**src/rtl/uart_cmd_sequencer_pkg.sv**
```systemverilog
// Shared opcodes, datapath encodings and FSM state type for the UART command sequencer.
package uart_cmd_sequencer_pkg;

   localparam logic [7:0] OPC_ADD = 8'h00;
   localparam logic [7:0] OPC_MUL = 8'h01;
   localparam logic [7:0] OPC_MAC = 8'h02;
   localparam logic [7:0] OPC_RET = 8'h03;

   localparam logic [1:0] DP_ADD = 2'd0;
   localparam logic [1:0] DP_MUL = 2'd1;

   typedef enum logic [1:0] {
      CMD_ADD = 2'd0,
      CMD_MUL = 2'd1,
      CMD_MAC = 2'd2,
      CMD_RET = 2'd3
   } cmd_t;

   typedef enum logic [2:0] {
      ST_IDLE      = 3'd0,
      ST_GET_A     = 3'd1,
      ST_GET_B     = 3'd2,
      ST_EXEC      = 3'd3,
      ST_WAIT_OP   = 3'd4,
      ST_SEND      = 3'd5,
      ST_SEND_WAIT = 3'd6
   } state_t;

   function automatic logic is_valid_opc(input logic [7:0] opc);
      return (opc <= OPC_RET);
   endfunction

endpackage

```
**src/rtl/uart_cmd_sequencer_if.sv**
```systemverilog
// Bundle of UART byte, TX handshake and datapath signals around the command sequencer.
interface uart_cmd_sequencer_if #(
   parameter int OP_W = 16
);
   logic [7:0]        rx_byte;
   logic              rx_done;
   logic [7:0]        tx_byte;
   logic              tx_start;
   logic              tx_busy;
   logic              tx_done;
   logic              op_start;
   logic [1:0]        op_code;
   logic [OP_W-1:0]   op_a;
   logic [OP_W-1:0]   op_b;
   logic              op_done;
   logic [2*OP_W-1:0] op_result;
   logic              busy;
   logic              err;

   modport slave (
      input  rx_byte, rx_done, tx_busy, tx_done, op_done, op_result,
      output tx_byte, tx_start, op_start, op_code, op_a, op_b, busy, err
   );

   modport master (
      output rx_byte, rx_done, tx_busy, tx_done, op_done, op_result,
      input  tx_byte, tx_start, op_start, op_code, op_a, op_b, busy, err
   );
endinterface

```
**src/rtl/uart_byte_serializer.sv**
```systemverilog
// Result shift register feeding uart_tx one byte at a time, MSB first.
module uart_byte_serializer #(
   parameter int ACC_W = 40
) (
   input  logic             clk,
   input  logic             rst,
   input  logic             load,
   input  logic [ACC_W-1:0] load_data,
   input  logic             send_en,
   input  logic             wait_en,
   input  logic             tx_busy,
   input  logic             tx_done,
   output logic [7:0]       tx_byte,
   output logic             tx_start,
   output logic             fire,
   output logic             byte_done,
   output logic             last
);
   localparam int RB    = ACC_W / 8;
   localparam int CNT_W = $clog2(RB + 1);

   logic [ACC_W-1:0] shift_r;
   logic [CNT_W-1:0] cnt_r;
   logic [7:0]       tx_byte_r;
   logic             tx_start_r;

   assign fire      = send_en & ~tx_busy;
   assign byte_done = wait_en & tx_done;
   assign last      = (cnt_r == CNT_W'(RB - 1));
   assign tx_byte   = tx_byte_r;
   assign tx_start  = tx_start_r;

   // Shift register, sent-byte counter and registered TX strobe
   always_ff @(posedge clk) begin
      if (rst) begin
         shift_r    <= '0;
         cnt_r      <= '0;
         tx_byte_r  <= 8'h00;
         tx_start_r <= 1'b0;
      end else begin
         tx_start_r <= fire;
         tx_byte_r  <= fire ? shift_r[ACC_W-1 -: 8] : 8'h00;
         if (load) begin
            shift_r <= load_data;
            cnt_r   <= '0;
         end else if (byte_done) begin
            shift_r <= shift_r << 8;
            cnt_r   <= cnt_r + CNT_W'(1);
         end else begin
            shift_r <= shift_r;
            cnt_r   <= cnt_r;
         end
      end
   end

endmodule

```
**src/rtl/uart_cmd_sequencer.sv**
```systemverilog
// Parses opcode/operand bytes from the host, launches one datapath op, accumulates
// MAC products and returns results MSB first through uart_tx.
module uart_cmd_sequencer
   import uart_cmd_sequencer_pkg::*;
#(
   parameter int OP_W         = 16,
   parameter int ACC_W        = 40,
   parameter int TIMEOUT_CLKS = 100000
) (
   input logic                 clk,
   input logic                 rst,
   uart_cmd_sequencer_if.slave bus
);
   localparam int NB    = OP_W / 8;
   localparam int BC_W  = $clog2(NB + 1);
   localparam int TMO_W = $clog2(TIMEOUT_CLKS + 1);

   state_t           state_r;
   state_t           state_s;
   cmd_t             cmd_r;
   logic [OP_W-1:0]  a_r;
   logic [OP_W-1:0]  b_r;
   logic [BC_W-1:0]  byte_cnt_r;
   logic [TMO_W-1:0] tmo_cnt_r;
   logic [ACC_W-1:0] acc_r;
   logic [1:0]       op_code_r;
   logic             op_start_r;
   logic             busy_r;
   logic             err_r;

   logic             in_get_s;
   logic             last_byte_s;
   logic             tmo_hit_s;
   logic             start_cmd_s;
   logic             ret_cmd_s;
   logic             mac_done_s;
   logic             err_s;
   logic             ser_load_s;
   logic [ACC_W-1:0] ser_data_s;
   logic             ser_fire_s;
   logic             ser_byte_done_s;
   logic             ser_last_s;

   assign in_get_s    = (state_r == ST_GET_A) || (state_r == ST_GET_B);
   assign last_byte_s = (byte_cnt_r == BC_W'(NB - 1));
   // A byte arriving on the expiry cycle takes priority over the timeout
   assign tmo_hit_s   = in_get_s && !bus.rx_done && (tmo_cnt_r == TMO_W'(TIMEOUT_CLKS - 1));
   assign start_cmd_s = (state_r == ST_IDLE) && bus.rx_done && is_valid_opc(bus.rx_byte)
                        && (bus.rx_byte != OPC_RET);
   assign ret_cmd_s   = (state_r == ST_IDLE) && bus.rx_done && (bus.rx_byte == OPC_RET);
   assign mac_done_s  = (state_r == ST_WAIT_OP) && bus.op_done && (cmd_r == CMD_MAC);

   // Next-state, error strobe and serializer load
   always_comb begin
      state_s    = state_r;
      err_s      = 1'b0;
      ser_load_s = 1'b0;
      ser_data_s = '0;
      case (state_r)
         ST_IDLE: begin
            if (ret_cmd_s) begin
               state_s    = ST_SEND;
               ser_load_s = 1'b1;
               ser_data_s = acc_r;
            end else if (start_cmd_s) begin
               state_s = ST_GET_A;
            end else if (bus.rx_done) begin
               err_s = 1'b1;
            end else begin
               state_s = ST_IDLE;
            end
         end
         ST_GET_A, ST_GET_B: begin
            if (bus.rx_done) begin
               if (last_byte_s) begin
                  state_s = (state_r == ST_GET_A) ? ST_GET_B : ST_EXEC;
               end else begin
                  state_s = state_r;
               end
            end else if (tmo_hit_s) begin
               state_s = ST_IDLE;
               err_s   = 1'b1;
            end else begin
               state_s = state_r;
            end
         end
         ST_EXEC: begin
            err_s   = bus.rx_done;
            state_s = ST_WAIT_OP;
         end
         ST_WAIT_OP: begin
            err_s = bus.rx_done;
            if (bus.op_done) begin
               if (cmd_r == CMD_MAC) begin
                  state_s = ST_IDLE;
               end else begin
                  state_s    = ST_SEND;
                  ser_load_s = 1'b1;
                  ser_data_s = ACC_W'(bus.op_result);
               end
            end else begin
               state_s = ST_WAIT_OP;
            end
         end
         ST_SEND: begin
            err_s = bus.rx_done;
            if (ser_fire_s) begin
               state_s = ST_SEND_WAIT;
            end else begin
               state_s = ST_SEND;
            end
         end
         ST_SEND_WAIT: begin
            err_s = bus.rx_done;
            if (ser_byte_done_s) begin
               state_s = ser_last_s ? ST_IDLE : ST_SEND;
            end else begin
               state_s = ST_SEND_WAIT;
            end
         end
         default: begin
            state_s = ST_IDLE;
         end
      endcase
   end

   // State register with registered status strobes
   always_ff @(posedge clk) begin
      if (rst) begin
         state_r    <= ST_IDLE;
         busy_r     <= 1'b0;
         op_start_r <= 1'b0;
         err_r      <= 1'b0;
      end else begin
         state_r    <= state_s;
         busy_r     <= (state_s != ST_IDLE);
         op_start_r <= (state_s == ST_EXEC);
         err_r      <= err_s;
      end
   end

   // Latch the command kind and datapath encoding at opcode decode
   always_ff @(posedge clk) begin
      if (rst) begin
         cmd_r     <= CMD_ADD;
         op_code_r <= DP_ADD;
      end else if (start_cmd_s) begin
         cmd_r     <= cmd_t'(bus.rx_byte[1:0]);
         op_code_r <= (bus.rx_byte == OPC_ADD) ? DP_ADD : DP_MUL;
      end else begin
         cmd_r     <= cmd_r;
         op_code_r <= op_code_r;
      end
   end

   // Operand deserializer, first byte lands in the MSBs
   always_ff @(posedge clk) begin
      if (rst) begin
         a_r        <= '0;
         b_r        <= '0;
         byte_cnt_r <= '0;
      end else if (in_get_s && bus.rx_done) begin
         if (state_r == ST_GET_A) begin
            a_r <= OP_W'({a_r, bus.rx_byte});
         end else begin
            b_r <= OP_W'({b_r, bus.rx_byte});
         end
         byte_cnt_r <= last_byte_s ? '0 : (byte_cnt_r + BC_W'(1));
      end else if (state_r == ST_IDLE) begin
         byte_cnt_r <= '0;
      end else begin
         byte_cnt_r <= byte_cnt_r;
      end
   end

   // Inter-byte idle counter, only live while collecting operands
   always_ff @(posedge clk) begin
      if (rst) begin
         tmo_cnt_r <= '0;
      end else if (!in_get_s || bus.rx_done) begin
         tmo_cnt_r <= '0;
      end else begin
         tmo_cnt_r <= tmo_cnt_r + TMO_W'(1);
      end
   end

   // MAC accumulator, wraps silently and is cleared when read out by RET
   always_ff @(posedge clk) begin
      if (rst) begin
         acc_r <= '0;
      end else if (ret_cmd_s) begin
         acc_r <= '0;
      end else if (mac_done_s) begin
         acc_r <= acc_r + ACC_W'(bus.op_result);
      end else begin
         acc_r <= acc_r;
      end
   end

   uart_byte_serializer #(
      .ACC_W (ACC_W)
   ) u_serializer (
      .clk       (clk),
      .rst       (rst),
      .load      (ser_load_s),
      .load_data (ser_data_s),
      .send_en   (state_r == ST_SEND),
      .wait_en   (state_r == ST_SEND_WAIT),
      .tx_busy   (bus.tx_busy),
      .tx_done   (bus.tx_done),
      .tx_byte   (bus.tx_byte),
      .tx_start  (bus.tx_start),
      .fire      (ser_fire_s),
      .byte_done (ser_byte_done_s),
      .last      (ser_last_s)
   );

   assign bus.op_start = op_start_r;
   assign bus.op_code  = op_code_r;
   assign bus.op_a     = a_r;
   assign bus.op_b     = b_r;
   assign bus.busy     = busy_r;
   assign bus.err      = err_r;

endmodule
```
**src/flat_wrapper.sv**
```systemverilog
// flat-port wrapper written by rule: the top's interface ports become plain ports
module uart_cmd_sequencer_flat import uart_cmd_sequencer_pkg::*;
#(
   parameter int OP_W         = 16,
   parameter int ACC_W        = 40,
   parameter int TIMEOUT_CLKS = 100000
)
  (clk, rst, bus_rx_byte, bus_rx_done, bus_tx_busy, bus_tx_done, bus_op_done, bus_op_result, bus_tx_byte, bus_tx_start, bus_op_start, bus_op_code, bus_op_a, bus_op_b, bus_busy, bus_err);
  uart_cmd_sequencer_if #(.OP_W(OP_W)) bus_i ();
  input logic clk;
  input logic rst;
  input wire logic [$bits(bus_i.rx_byte)-1:0] bus_rx_byte;
  input wire logic [$bits(bus_i.rx_done)-1:0] bus_rx_done;
  input wire logic [$bits(bus_i.tx_busy)-1:0] bus_tx_busy;
  input wire logic [$bits(bus_i.tx_done)-1:0] bus_tx_done;
  input wire logic [$bits(bus_i.op_done)-1:0] bus_op_done;
  input wire logic [$bits(bus_i.op_result)-1:0] bus_op_result;
  output wire logic [$bits(bus_i.tx_byte)-1:0] bus_tx_byte;
  output wire logic [$bits(bus_i.tx_start)-1:0] bus_tx_start;
  output wire logic [$bits(bus_i.op_start)-1:0] bus_op_start;
  output wire logic [$bits(bus_i.op_code)-1:0] bus_op_code;
  output wire logic [$bits(bus_i.op_a)-1:0] bus_op_a;
  output wire logic [$bits(bus_i.op_b)-1:0] bus_op_b;
  output wire logic [$bits(bus_i.busy)-1:0] bus_busy;
  output wire logic [$bits(bus_i.err)-1:0] bus_err;
  assign bus_i.rx_byte = bus_rx_byte;
  assign bus_i.rx_done = bus_rx_done;
  assign bus_i.tx_busy = bus_tx_busy;
  assign bus_i.tx_done = bus_tx_done;
  assign bus_i.op_done = bus_op_done;
  assign bus_i.op_result = bus_op_result;
  assign bus_tx_byte = bus_i.tx_byte;
  assign bus_tx_start = bus_i.tx_start;
  assign bus_op_start = bus_i.op_start;
  assign bus_op_code = bus_i.op_code;
  assign bus_op_a = bus_i.op_a;
  assign bus_op_b = bus_i.op_b;
  assign bus_busy = bus_i.busy;
  assign bus_err = bus_i.err;
  uart_cmd_sequencer #(.OP_W(OP_W), .ACC_W(ACC_W), .TIMEOUT_CLKS(TIMEOUT_CLKS)) u_core (.clk(clk), .rst(rst), .bus(bus_i));
endmodule
```
**config.mk**
```make
export PLATFORM = sky130hd
export DESIGN_NAME = uart_cmd_sequencer_flat
export DESIGN_NICKNAME = d
export VERILOG_FILES = /design/src/rtl/uart_cmd_sequencer_pkg.sv /design/src/rtl/uart_cmd_sequencer_if.sv /design/src/rtl/uart_byte_serializer.sv /design/src/rtl/uart_cmd_sequencer.sv /design/src/flat_wrapper.sv
export SDC_FILE = /design/constraint.sdc
export NUM_CORES = 1
export LEC_CHECK = 0
export CAP_MARGIN = 20
export CORE_ASPECT_RATIO = 1.5
export CORE_MARGIN = 2
export CORE_UTILIZATION = 61
export CTS_CLUSTER_SIZE = 16
export DETAILED_ROUTE_END_ITERATION = 8
export GPL_ROUTABILITY_DRIVEN = 1
export HOLD_SLACK_MARGIN = 0.12
export PLACE_DENSITY_LB_ADDON = 0.3
export SYNTH_ARGS = -nofsm -noshare
export SYNTH_HDL_FRONTEND = slang
export SYNTH_SLANG_ARGS = --single-unit
```
**constraint.sdc**
```tcl
create_clock -name clk -period 6.7 [get_ports clk]
set_input_delay 1.34 -clock clk [delete_from_list [all_inputs] [get_ports clk]]
set_output_delay 1.34 -clock clk [all_outputs]
set_load 0.03 [all_outputs]
```
==> flow_summary.toml <==
[worst_setup_path]
crit_required_ns = 7.02
r2r-end = "u_core.acc_r[24]"
critPathKind = "primary input to flop"
reg2regPathDepth = 8
crit_chain = "clkdlybuf4s50_1 > nor4_1 > nand4_1 > nor2_4 > buf_4 > or2_2 > nor3_1 > mux2i_1 > nand2_1"
slowest_delay_ns = 0.67
arrival_ns = 4.23
reg2reg_from = "u_core.state_r[2]"
critPathSlowestCell = "or2_2"
crit_path_end_kind = "flop"
cp_max_fo = 54
cp-start-kind = "primary input"
reg2reg_slack_ns = 3.78

[clock_network]
cts_sinks = 152
post_cts_buffers = 0
clock_latency_ns = 0.42
clkTransAtPathRegs_ns = 0.07
numCtsBuffers = 17
cts-hold-fix-buffers = 0
post_cts_resized = 0
cts_tree = "yes"
cts-root-buf = "clkbuf_16"
clk_path_buf_depth = 2
h-tree-depth = 4

[logic_synthesis]
synthTopCellsByCount = "nand2_1 (178), dfxtp_1 (152), a21oi_1 (131), nor2_1 (80), clkbuf_1 (42)"
synth_top_area_share_pct = 39.0
netlist_area_um2 = 7800
synth_top_area_cell = "dfxtp_1"
ys_types = 65
synth-seq-area-share_pct = 39.0
syn_nets = 1057
synth.ff_latch_count = 152
synth-async-reset-ratio_pct = 0
synth.area.top_cells = "dfxtp_1 (39%), nand2_1 (8.6%), a21oi_1 (8.4%), ha_1 (5.6%), a222oi_1 (4.1%)"
yosysMostFrequentCell = "nand2_1"
ys_warn_count = 0
synth_edf_count = 0
ys.flop_type = "dfxtp_1"
syn_avg_cell_area_um2 = 8.00
synthCells = 975

[sta]
fin_crit_sh_pct = 58.4
finalMaxSlewViolations = 0
setup_violations = 0
fmax_mhz = 256
rsz0062_at_grt = "no"
relSlewSlack_pct = 42.1
min_period_ns = 3.91
hold_viol = 0
finClkSkew_ns = 0.0107
worst_pin_slew_ns = 0.868
fin_tns_setup_ns = 0

[run_status]
status = "finished clean"

[layout]
finalNetCount = 1113
layout-drive-gt1-share_pct = 6.23
stdcell_area_um2 = 9300
instances_no_fill = 1200
antenna_cells = 0
syn_to_final_growth_pct = 19.1
final_util_pct = 74.3

[global_routing]
grt_use_total_pct = 30.7
antenna_found_initial = 0
grt_pass1_vias = 7088
grt_max_degree = 86
grt_overflow_total = 0
grt_first_pass_wirelength_um = 33100

[route]
drtIter0Drc = 605
ant_nets = 0
wl_per_cell_um = 17.2
drt_first_pass_iters = 6
vias = 7514
via_per_inst = 6.26
wl_um = 20700
drc = 0

[floorplan]
start_util_pct = 62.4
rows = 50
dieArea_um2 = 13700
core_area_um2 = 12500
io_pins = 92
fp.dieW_um = 96.3
die_y_um = 143

[placed_design]
placed_cell_area_um2 = 8720
dp_cells = 1168
dpl.hpwl_um = 14200
gp_congestion = 0.951
portBuffers = 90

[power]
finalPower_w = 0.00204
p_leak_nw = 3.44
power_density_nw_per_um2 = 219
irDropWorstVdd_v = 0.000183

[worst_hold_path]
hold_class = "flop to flop"
hp-start = "u_core.u_serializer.shift_r[37]"
min_path_cells = 1
holdPathEnd = "u_core.u_serializer.tx_byte[5]"

[job]
timing.max_cap.violations = 0
-- kinds of logic (layout without fill, tap and decap cells) --
logic type	Yosys count	in the layout	synth area share, %
buffers and inverters	70	139	3.67
AO/OA/AOI/OAI	258	258	21.2
XOR/XNOR	37	37	4.15
other	1	1	0.0481
AND/OR/NAND/NOR	411	411	24.7
multiplexers	10	10	1.28
flip-flops	152	152	39.0
adder cells (fa/ha/maj)	36	36	5.87
-- critical path, delay by kind of cell --
| family | cells | cell delay (ns) |
|---|---|---|
| AND/OR/NAND/NOR | 6 | 1.78 |
| buffers and inverters | 2 | 0.93 |
| multiplexers | 1 | 0.15 |
-- worst max path at each step --
stage | from | endpoint | cells past startpoint
after floorplan | bus_op_result[0] | u_core.acc_r[32] | 10
after global placement | bus_rx_byte[2] | u_core.acc_r[24] | 9
after detailed placement | bus_rx_byte[2] | u_core.acc_r[24] | 9
after CTS | bus_rx_byte[2] | u_core.acc_r[24] | 9
after global routing | bus_rx_byte[2] | u_core.acc_r[24] | 9
final | bus_rx_byte[2] | u_core.acc_r[24] | 9
-- cells in the final DEF, fill, tap and decap left out, types with 20 or more instances in the layout --
cell type and n:
a21oi_1 131, a222oi_1 32, clkdlybuf4s50_1 89, dfxtp_1 152, ha_1 35, nand2_1 178
nand3_1 37, nor2_1 79, nor3_1 20, o21ai_0 27
-- metrics by stage --
step | hold WS, ns | setup WS, ns
after floorplan | 0.430 | 3.41
after global placement | 0.437 | 2.43
after detailed placement | 0.441 | 2.35
after CTS | 0.453 | 2.82
after global routing | 0.472 | 2.54
final | 0.452 | 2.79
-- sequential cells by signal, summed over array words and instances, names as in the netlist --
register,flops
u_core.acc_r,40
u_core.u_serializer.shift_r,40
u_core.tmo_cnt_r,17
u_core.bus.op_a,16
u_core.bus.op_b,16
u_core.u_serializer.tx_byte,8
u_core.state_r,3
u_core.u_serializer.cnt_r,3
u_core.byte_cnt_r,2
u_core.cmd_r,2
u_core.bus.busy,1
u_core.bus.err,1
u_core.bus.op_code,1
u_core.bus.op_start,1
u_core.u_serializer.tx_start,1
-- where the power goes --
group | leakage (nW) | internal (W) | switching, W
registers | 1.23 | 0.000919 | 0.0000127
clock network | 0.276 | 0.000530 | 0.000410
logic | 1.93 | 0.0000668 | 0.0000974
total | 3.44 | 0.00152 | 0.000520
-- area by class of cell --
| cell class | count | area, um2 |
|---|---|---|
| Multi-Input combinational cell | 753 | 4490 |
| Fill cell | 1009 | 3220 |
| Sequential cell | 152 | 3040 |
| Timing Repair Buffer | 99 | 963 |
| Clock buffer | 18 | 439 |
| Tap cell | 156 | 195 |
| Clock inverter | 14 | 139 |
| Inverter | 8 | 30.0 |
-- metal layers --
metal  vias up  GRT usage [%]  part of all wire [%]
li1       3624              -                     -
met1      3487           34.9                    38
met2       334           53.6                    50
met3        69           5.08                   6.9
met4         0           16.5                   4.7
met5         -              0                     0
(Power assumes the default switching activity.)
